===== config.mk =====
export PLATFORM = sky130hd
export DESIGN_NAME = multicycle_seq_flat
export DESIGN_NICKNAME = d
export VERILOG_FILES = /design/src/rtl/multicycle_seq_if.sv /design/src/rtl/multicycle_seq.sv /design/src/flat_wrapper.sv
export SDC_FILE = /design/constraint.sdc
export NUM_CORES = 1
export LEC_CHECK = 0
export ABC_AREA = 0
export CAP_MARGIN = 30
export CORE_UTILIZATION = 43
export DETAILED_ROUTE_END_ITERATION = 6
export GPL_ROUTABILITY_DRIVEN = 0
export PLACE_DENSITY = 0.74
export SETUP_SLACK_MARGIN = 0.5
export SLEW_MARGIN = 5
export SYNTH_ARGS = -nofsm -noshare
export SYNTH_HDL_FRONTEND = slang
export SYNTH_SLANG_ARGS = --single-unit

===== constraint.sdc =====
create_clock -name i_clk -period 5.6 [get_ports i_clk]
set_input_delay 1.12 -clock i_clk [delete_from_list [all_inputs] [get_ports i_clk]]
set_output_delay 1.12 -clock i_clk [all_outputs]
set_load 0.02 [all_outputs]

===== src/rtl/multicycle_seq_if.sv =====
// Sequencer <-> datapath/decoder/memory bundle; master = sequencer side.
// Memory handshake is req-held-until-ack, with no separate ready signal.
interface multicycle_seq_if #(
  parameter int CNT_W = 32
);
  logic             i_insn_vld;
  logic             i_reg_we;
  logic             i_mem_re;
  logic             i_mem_we;
  logic             i_pc_src_branch;
  logic             i_pc_src_jal;
  logic             i_pc_src_jalr;
  logic             i_br_taken;
  logic             i_mem_ack;
  logic             o_mem_req;
  logic             o_mem_we;
  logic             o_mem_addr_sel;
  logic             o_ir_we;
  logic             o_mdr_we;
  logic             o_rf_we;
  logic             o_pc_we;
  logic [1:0]       o_pc_sel;
  logic             o_retire;
  logic [CNT_W-1:0] o_instret;
  logic             o_halt;
  logic [1:0]       o_trap_cause;
  logic [2:0]       o_state;

  modport master (
    input  i_insn_vld, i_reg_we, i_mem_re, i_mem_we, i_pc_src_branch,
           i_pc_src_jal, i_pc_src_jalr, i_br_taken, i_mem_ack,
    output o_mem_req, o_mem_we, o_mem_addr_sel, o_ir_we, o_mdr_we, o_rf_we,
           o_pc_we, o_pc_sel, o_retire, o_instret, o_halt, o_trap_cause, o_state
  );

  modport slave (
    output i_insn_vld, i_reg_we, i_mem_re, i_mem_we, i_pc_src_branch,
           i_pc_src_jal, i_pc_src_jalr, i_br_taken, i_mem_ack,
    input  o_mem_req, o_mem_we, o_mem_addr_sel, o_ir_we, o_mdr_we, o_rf_we,
           o_pc_we, o_pc_sel, o_retire, o_instret, o_halt, o_trap_cause, o_state
  );
endinterface


===== src/rtl/multicycle_seq.sv =====
// RV32I multi-cycle sequencer sharing one memory port between fetch and data.
// 4 cycles ALU/jump, 5 load/store at zero wait; memory stalls hold req until ack or timeout.
module multicycle_seq #(
  parameter int TIMEOUT = 16,
  parameter int CNT_W   = 32
) (
  input  logic              i_clk,
  input  logic              i_reset,
  multicycle_seq_if.master  bus
);
  localparam int TMO_W = (TIMEOUT > 0) ? $clog2(TIMEOUT + 1) : 1;

  typedef enum logic [2:0] {
    S_FETCH  = 3'd0,
    S_DECODE = 3'd1,
    S_EXEC   = 3'd2,
    S_MEM    = 3'd3,
    S_WB     = 3'd4,
    S_TRAP   = 3'd5
  } state_t;

  state_t           state_q, state_d;
  logic [TMO_W-1:0] tmo_q, tmo_d;
  logic [CNT_W-1:0] instret_q, instret_d;
  logic [1:0]       cause_q, cause_d;
  logic             tmo_expire;

  logic       mem_req, mem_we, addr_sel, ir_we, mdr_we, rf_we, pc_we, retire, halt;
  logic [1:0] pc_sel;

  // Expiry is judged on the cycle that would bring the wait count to TIMEOUT.
  assign tmo_expire = (TIMEOUT > 0) && (tmo_q == TMO_W'(TIMEOUT - 1));

  always_ff @(posedge i_clk) begin
    if (i_reset) begin
      state_q   <= S_FETCH;
      tmo_q     <= '0;
      instret_q <= '0;
      cause_q   <= 2'd0;
    end else begin
      state_q   <= state_d;
      tmo_q     <= tmo_d;
      instret_q <= instret_d;
      cause_q   <= cause_d;
    end
  end

  always_comb begin
    state_d   = state_q;
    tmo_d     = '0;
    instret_d = instret_q;
    cause_d   = cause_q;
    mem_req   = 1'b0;
    mem_we    = 1'b0;
    addr_sel  = 1'b0;
    ir_we     = 1'b0;
    mdr_we    = 1'b0;
    rf_we     = 1'b0;
    pc_we     = 1'b0;
    pc_sel    = 2'b00;
    retire    = 1'b0;
    halt      = 1'b0;

    case (state_q)
      S_FETCH: begin
        mem_req = 1'b1;
        if (bus.i_mem_ack) begin
          ir_we   = 1'b1;
          state_d = S_DECODE;
        end else if (tmo_expire) begin
          state_d = S_TRAP;
          cause_d = 2'd1;
        end else begin
          tmo_d = tmo_q + TMO_W'(1);
        end
      end
      S_DECODE: begin
        if (!bus.i_insn_vld) begin
          state_d = S_TRAP;
          cause_d = 2'd2;
        end else begin
          state_d = S_EXEC;
        end
      end
      S_EXEC: state_d = (bus.i_mem_re || bus.i_mem_we) ? S_MEM : S_WB;
      S_MEM: begin
        mem_req  = 1'b1;
        addr_sel = 1'b1;
        mem_we   = bus.i_mem_we;
        if (bus.i_mem_ack) begin
          mdr_we  = bus.i_mem_re && !bus.i_mem_we;
          state_d = S_WB;
        end else if (tmo_expire) begin
          state_d = S_TRAP;
          cause_d = 2'd3;
        end else begin
          tmo_d = tmo_q + TMO_W'(1);
        end
      end
      S_WB: begin
        rf_we     = bus.i_reg_we;
        pc_we     = 1'b1;
        retire    = 1'b1;
        instret_d = instret_q + CNT_W'(1);
        state_d   = S_FETCH;
        if (bus.i_pc_src_jalr)
          pc_sel = 2'b10;
        else if (bus.i_pc_src_jal || (bus.i_pc_src_branch && bus.i_br_taken))
          pc_sel = 2'b01;
      end
      S_TRAP: halt = 1'b1;
      default: begin
        state_d = S_TRAP;
        cause_d = 2'd2;
      end
    endcase
  end

  // Reset masks every output combinationally so an in-flight request drops at once.
  assign bus.o_mem_req      = !i_reset && mem_req;
  assign bus.o_mem_we       = !i_reset && mem_we;
  assign bus.o_mem_addr_sel = !i_reset && addr_sel;
  assign bus.o_ir_we        = !i_reset && ir_we;
  assign bus.o_mdr_we       = !i_reset && mdr_we;
  assign bus.o_rf_we        = !i_reset && rf_we;
  assign bus.o_pc_we        = !i_reset && pc_we;
  assign bus.o_pc_sel       = i_reset ? 2'b00 : pc_sel;
  assign bus.o_retire       = !i_reset && retire;
  assign bus.o_instret      = i_reset ? '0 : instret_q;
  assign bus.o_halt         = !i_reset && halt;
  assign bus.o_trap_cause   = i_reset ? 2'd0 : cause_q;
  assign bus.o_state        = i_reset ? 3'd0 : state_q;
endmodule


===== src/flat_wrapper.sv =====
// flat-port wrapper written by rule: the top's interface ports become plain ports
module multicycle_seq_flat 
#(
  parameter int TIMEOUT = 16,
  parameter int CNT_W   = 32
)
  (i_clk, i_reset, bus_i_insn_vld, bus_i_reg_we, bus_i_mem_re, bus_i_mem_we, bus_i_pc_src_branch, bus_i_pc_src_jal, bus_i_pc_src_jalr, bus_i_br_taken, bus_i_mem_ack, bus_o_mem_req, bus_o_mem_we, bus_o_mem_addr_sel, bus_o_ir_we, bus_o_mdr_we, bus_o_rf_we, bus_o_pc_we, bus_o_pc_sel, bus_o_retire, bus_o_instret, bus_o_halt, bus_o_trap_cause, bus_o_state);
  multicycle_seq_if #(.CNT_W(CNT_W)) bus_i ();
  input  logic i_clk;
  input  logic i_reset;
  input wire logic [$bits(bus_i.i_insn_vld)-1:0] bus_i_insn_vld;
  input wire logic [$bits(bus_i.i_reg_we)-1:0] bus_i_reg_we;
  input wire logic [$bits(bus_i.i_mem_re)-1:0] bus_i_mem_re;
  input wire logic [$bits(bus_i.i_mem_we)-1:0] bus_i_mem_we;
  input wire logic [$bits(bus_i.i_pc_src_branch)-1:0] bus_i_pc_src_branch;
  input wire logic [$bits(bus_i.i_pc_src_jal)-1:0] bus_i_pc_src_jal;
  input wire logic [$bits(bus_i.i_pc_src_jalr)-1:0] bus_i_pc_src_jalr;
  input wire logic [$bits(bus_i.i_br_taken)-1:0] bus_i_br_taken;
  input wire logic [$bits(bus_i.i_mem_ack)-1:0] bus_i_mem_ack;
  output wire logic [$bits(bus_i.o_mem_req)-1:0] bus_o_mem_req;
  output wire logic [$bits(bus_i.o_mem_we)-1:0] bus_o_mem_we;
  output wire logic [$bits(bus_i.o_mem_addr_sel)-1:0] bus_o_mem_addr_sel;
  output wire logic [$bits(bus_i.o_ir_we)-1:0] bus_o_ir_we;
  output wire logic [$bits(bus_i.o_mdr_we)-1:0] bus_o_mdr_we;
  output wire logic [$bits(bus_i.o_rf_we)-1:0] bus_o_rf_we;
  output wire logic [$bits(bus_i.o_pc_we)-1:0] bus_o_pc_we;
  output wire logic [$bits(bus_i.o_pc_sel)-1:0] bus_o_pc_sel;
  output wire logic [$bits(bus_i.o_retire)-1:0] bus_o_retire;
  output wire logic [$bits(bus_i.o_instret)-1:0] bus_o_instret;
  output wire logic [$bits(bus_i.o_halt)-1:0] bus_o_halt;
  output wire logic [$bits(bus_i.o_trap_cause)-1:0] bus_o_trap_cause;
  output wire logic [$bits(bus_i.o_state)-1:0] bus_o_state;
  assign bus_i.i_insn_vld = bus_i_insn_vld;
  assign bus_i.i_reg_we = bus_i_reg_we;
  assign bus_i.i_mem_re = bus_i_mem_re;
  assign bus_i.i_mem_we = bus_i_mem_we;
  assign bus_i.i_pc_src_branch = bus_i_pc_src_branch;
  assign bus_i.i_pc_src_jal = bus_i_pc_src_jal;
  assign bus_i.i_pc_src_jalr = bus_i_pc_src_jalr;
  assign bus_i.i_br_taken = bus_i_br_taken;
  assign bus_i.i_mem_ack = bus_i_mem_ack;
  assign bus_o_mem_req = bus_i.o_mem_req;
  assign bus_o_mem_we = bus_i.o_mem_we;
  assign bus_o_mem_addr_sel = bus_i.o_mem_addr_sel;
  assign bus_o_ir_we = bus_i.o_ir_we;
  assign bus_o_mdr_we = bus_i.o_mdr_we;
  assign bus_o_rf_we = bus_i.o_rf_we;
  assign bus_o_pc_we = bus_i.o_pc_we;
  assign bus_o_pc_sel = bus_i.o_pc_sel;
  assign bus_o_retire = bus_i.o_retire;
  assign bus_o_instret = bus_i.o_instret;
  assign bus_o_halt = bus_i.o_halt;
  assign bus_o_trap_cause = bus_i.o_trap_cause;
  assign bus_o_state = bus_i.o_state;
  multicycle_seq #(.TIMEOUT(TIMEOUT), .CNT_W(CNT_W)) u_core (.i_clk(i_clk), .i_reset(i_reset), .bus(bus_i));
endmodule

# After elaboration in Yosys (flattened, before gate mapping)

Index checks and enable logic that the tools add are counted.

Bits in registers: 42
Bits of input ports: 11

Bitwise gates (word level): 2
Add/sub/neg operators: 2
Equality and inequality tests: 11
Reduce and logical (&&, ||, !) cells: 19
Multiplexer cells: 29

Operator list:

| cell                  | count |
|---|---|
| $add 32x1->32 const B | 1 |
| $mux 32               | 1 |
| $mux 2                | 9 |
| $mux 3                | 6 |
| $pmux 3 s6            | 1 |
| $mux 1                | 11 |
| $logic_and 1x1->1     | 10 |
| $pmux 2 s4            | 1 |
| $eq 3x2->1 const B    | 2 |
| $eq 3x3->1 const B    | 2 |
| $ne 2x2->1 const B    | 3 |
| $reduce_and 6->1      | 1 |
| $add 5x1->5 const B   | 1 |
| $eq 5x4->1 const B    | 1 |
| $ne 2x1->1 const B    | 2 |
| $reduce_or 4->1       | 1 |
| $eq 3x1->1 const B    | 1 |
| $logic_not 3->1       | 1 |
| $reduce_or 3->1       | 1 |
| $logic_not 1->1       | 2 |
| $logic_or 1x1->1      | 2 |
| $not 1->1             | 2 |
| $reduce_or 2->1       | 1 |

# Depth between registers and ports, before layout

Word-level depth: 6
Mapped depth: 7

# Least setup slack after synthesis

OpenSTA, ideal clock, no wires.

Path type: input to output
Start: input i_reset
End: output bus_o_mdr_we
Stages: 3
Data required time: 4480 ps
Arrival time: 2255 ps
Buffers on the path: 1
Setup slack: 2225 ps
Cells stage by stage: clkbuf_1 -> or3_1 -> nor4_1

Cells in the longest elaborated chain, start to end: 2

RTL lines:

| element           | line                  | RTL |
|---|---|---|
| from (decl)       | flat_wrapper.sv:10    | `input logic i_reset;` |
| $logic_not 1->1   | multicycle_seq.sv:124 | `assign bus.o_mdr_we = !i_reset && mdr_we;` |
| $logic_and 1x1->1 | multicycle_seq.sv:124 |  |
| to (decl)         | flat_wrapper.sv:24    | `output wire logic [$bits(bus_i.o_mdr_we)-1:0] bus_o_mdr_we;` |

No other way between the ends.

# Worst setup path in the final report

Start: input bus_i_mem_ack
End: output bus_o_mdr_we

Cells in the longest elaborated chain, start to end: 3

RTL lines:

| element           | line                  | RTL |
|---|---|---|
| from (decl)       | flat_wrapper.sv:19    | `input wire logic [$bits(bus_i.i_mem_ack)-1:0] bus_i_mem_ack;` |
| $mux 1            | multicycle_seq.sv:90  | `if (bus.i_mem_ack) begin` |
| $mux 1            | multicycle_seq.sv:64  | `case (state_q)` |
| $logic_and 1x1->1 | multicycle_seq.sv:124 |  |

No other way between the ends.

==> results.toml <==
[outcome]
outcome = "finished clean"

[logic_synthesis]
async_flop_share = 0
synth-simple-area-share = 0.372
synth-adder-area-share = 0.0209
yosysWarnings = 0
synth_edf_count = 0
synthesis.nets = 314
yosys_register_bits = 42
synthesis.instances = 299
yosys.cell_types.count = 46
synth_compound_area_frac = 0.0984
ys_seq_area_frac = 0.352
synth_top_family_by_area = "simple AND/OR/NAND/NOR gates"
yosys_most_used_dff = "dfxtp_1"
synthXorXnorAreaFrac = 0.0440
syn-cell-area_sq_mm = 0.00239
synthMuxAreaShare = 0.0565
avgSynthCellArea_sq_um = 8.00

[detailed_routing]
drc = 0
drt_wl_total_mm = 5.36
via_count = 2235
drtAntennaViolNets = 0
met2_length_mm = 2.40
drtIter0Drc = 171
routed-wl-met3_microns = 236
dr.max_layer_used = "met4"
firstDrtPassIters = 4
wl_met1_mm = 2.66
vias_per_cell = 5.36
routedWlPerCell_microns = 12.9

[finish]
final_cell_mix = "clkdlybuf4s50_1 (57), dfxtp_1 (42), nor2_1 (41)"
final_util = 0.583
diodes = 0
area_growth_syn_to_layout_pct = 27.8
mostFrequentLayoutCell = "clkdlybuf4s50_1"
finalNetCount = 362
drive_gt1_frac = 0.0403

[worst_hold_path]
min_path_cells = 1
hold_class = "flip-flop to flip-flop"

[pwr]
worst_ir_drop_vdd_uv = 108
power_leakage_uw = 0.00102
powerDensity_mw_per_mm2 = 207

[timing]
setup_viol = 0
skew_ns = 0.00530
timing.final.crit_share = 0.748
setup_tns_ns = 0
slew_violations = 0
maxSlewHeadroom = 0.646
hold_violations = 0
max_freq_mhz = 239
grt_setup_unrepaired = "false"
worst_slew_pin_slew_ns = 0.531
min_period_ns = 4.19

[critical_path]
critPathRequiredTime_ns = 4.48
worst_setup_path_start_kind = "input port"
cp-end-kind = "primary output"
cp_max_fo = 8
arrival_ns = 3.07
reg2reg_depth = 4
worstSetupPathType = "input port to primary output"

[clock_network]
cts_tree = "built"
clockBufferDepth = 2
cts_setup_buffers = 0
cts-root-buf = "clkbuf_8"
clkTransAtPathRegs_ns = 0.07
post_cts_resize_count = 0
cts_made_buffers = 5
h-tree-depth = 2
cts.sinks = 42
holdBufCountCts = 0
clk_latency_ns = 0.29

[place]
port_buffers = 58
dp_hpwl_mm = 3.86

[global_routing]
antenna_found_initial = 0
grt_remaining_overflow = 0
grt_pass1_vias = 1999
track_usage = 0.188
grt_pass1_wl_mm = 9.14
grt_start_max_net_pins = 55

[floorplanning]
die_y_microns = 76.6
ioPinCount = 59
die-width_microns = 76.6
fp-row-count = 26
start_util = 0.457
dieArea_sq_mm = 0.00586
fp.coreArea_sq_mm = 0.00524

[job]
drv_cap = 0
==> sequential cells by signal, summed over array words and instances, names as in the netlist <==
register	count
u_core.instret_q	32
u_core.cause_q	2
u_core.tmo_q	5
u_core.state_q	3
==> worst paths after layout <==
kind                           from                   end  slack [ns]
setup reg to reg  u_core.state_q[1]  u_core.instret_q[27]        3.22
setup / recovery      bus_i_mem_ack          bus_o_mdr_we        1.41
hold / removal      u_core.tmo_q[0]       u_core.tmo_q[0]        0.46
hold reg to reg     u_core.tmo_q[0]       u_core.tmo_q[0]        0.46
==> report_power, final <==
group          switching, uW  leakage (uW)  internal, uW  total (uW)
clock                   95.8     0.0000383          85.9         182
combinational           60.4      0.000639          57.7         118
sequential              21.3      0.000339           310         331
==> per-stage QoR <==
step	setup slack (ns)	hold WS (ns)	area [sq um]	total power, uW	std cells
after global routing	1.31	0.497	3060	662	417
after detailed placement	1.42	0.456	2980	456	410
after global placement	1.50	0.429	2980	454	410
final	1.41	0.462	3060	631	417
after CTS	1.42	0.467	3060	636	417
after floorplan	2.22	0.418	2390	417	299
==> critical path, cell delays in order <==
cell and delay [ns]:
clkdlybuf4s50_1 0.59, inv_1 0.11, or3_1 0.38, nor4_1 0.20, clkdlybuf4s50_1 0.66
==> per-layer routing <==
layer	up-vias	track usage
met2	60	0.303
met3	7	0.0371
met4	0	0.0558
met1	1024	0.252
met5	-	0
li1	1144	-
==> logic make-up after synthesis <==
kind of cell	after synthesis
and+or+nand+nor	158
DFF	42
AOI/OAI and AO/OA	39
buffers and inverters	32
xor gates and xnor gates	12
muxes	12
adders and majority gates	4
==> Yosys cell counts (2+ instances only) <==
cell type	count	area (sq um)
and4_1	3	26.3
mux2_2	2	22.5
or3_1	11	68.8
a221oi_1	2	17.5
nor2_1	41	154
ha_1	4	50.1
xnor2_1	8	70.1
nor4b_1	3	26.3
o21ai_1	7	35.0
nand3_1	12	60.1
nor3b_1	2	15.0
nand2_1	13	48.8
nor3_1	10	50.1
a21oi_1	16	80.1
and2_1	3	18.8
or4_1	8	60.1
and3_1	3	18.8
o21ai_0	3	15.0
mux2_1	10	113
buf_2	3	15.0
nor2b_1	28	175
xor2_1	4	35.0
o31ai_1	4	30.0
nor4_2	2	25.0
nor4_1	4	25.0
dfxtp_1	42	841
nand4_1	8	50.1
inv_1	14	52.6
clkbuf_1	12	45.0
==> layout make-up <==
type	count	area [sq um]
Tap cell	70	87.6
Sequential cell	42	841
Clock buffer	7	76.3
Multi-Input combinational cell	225	1420
Inverter	14	52.6
Timing Repair Buffer	59	583
Fill cell	485	2180
Power figures use the tool's default switching activity.
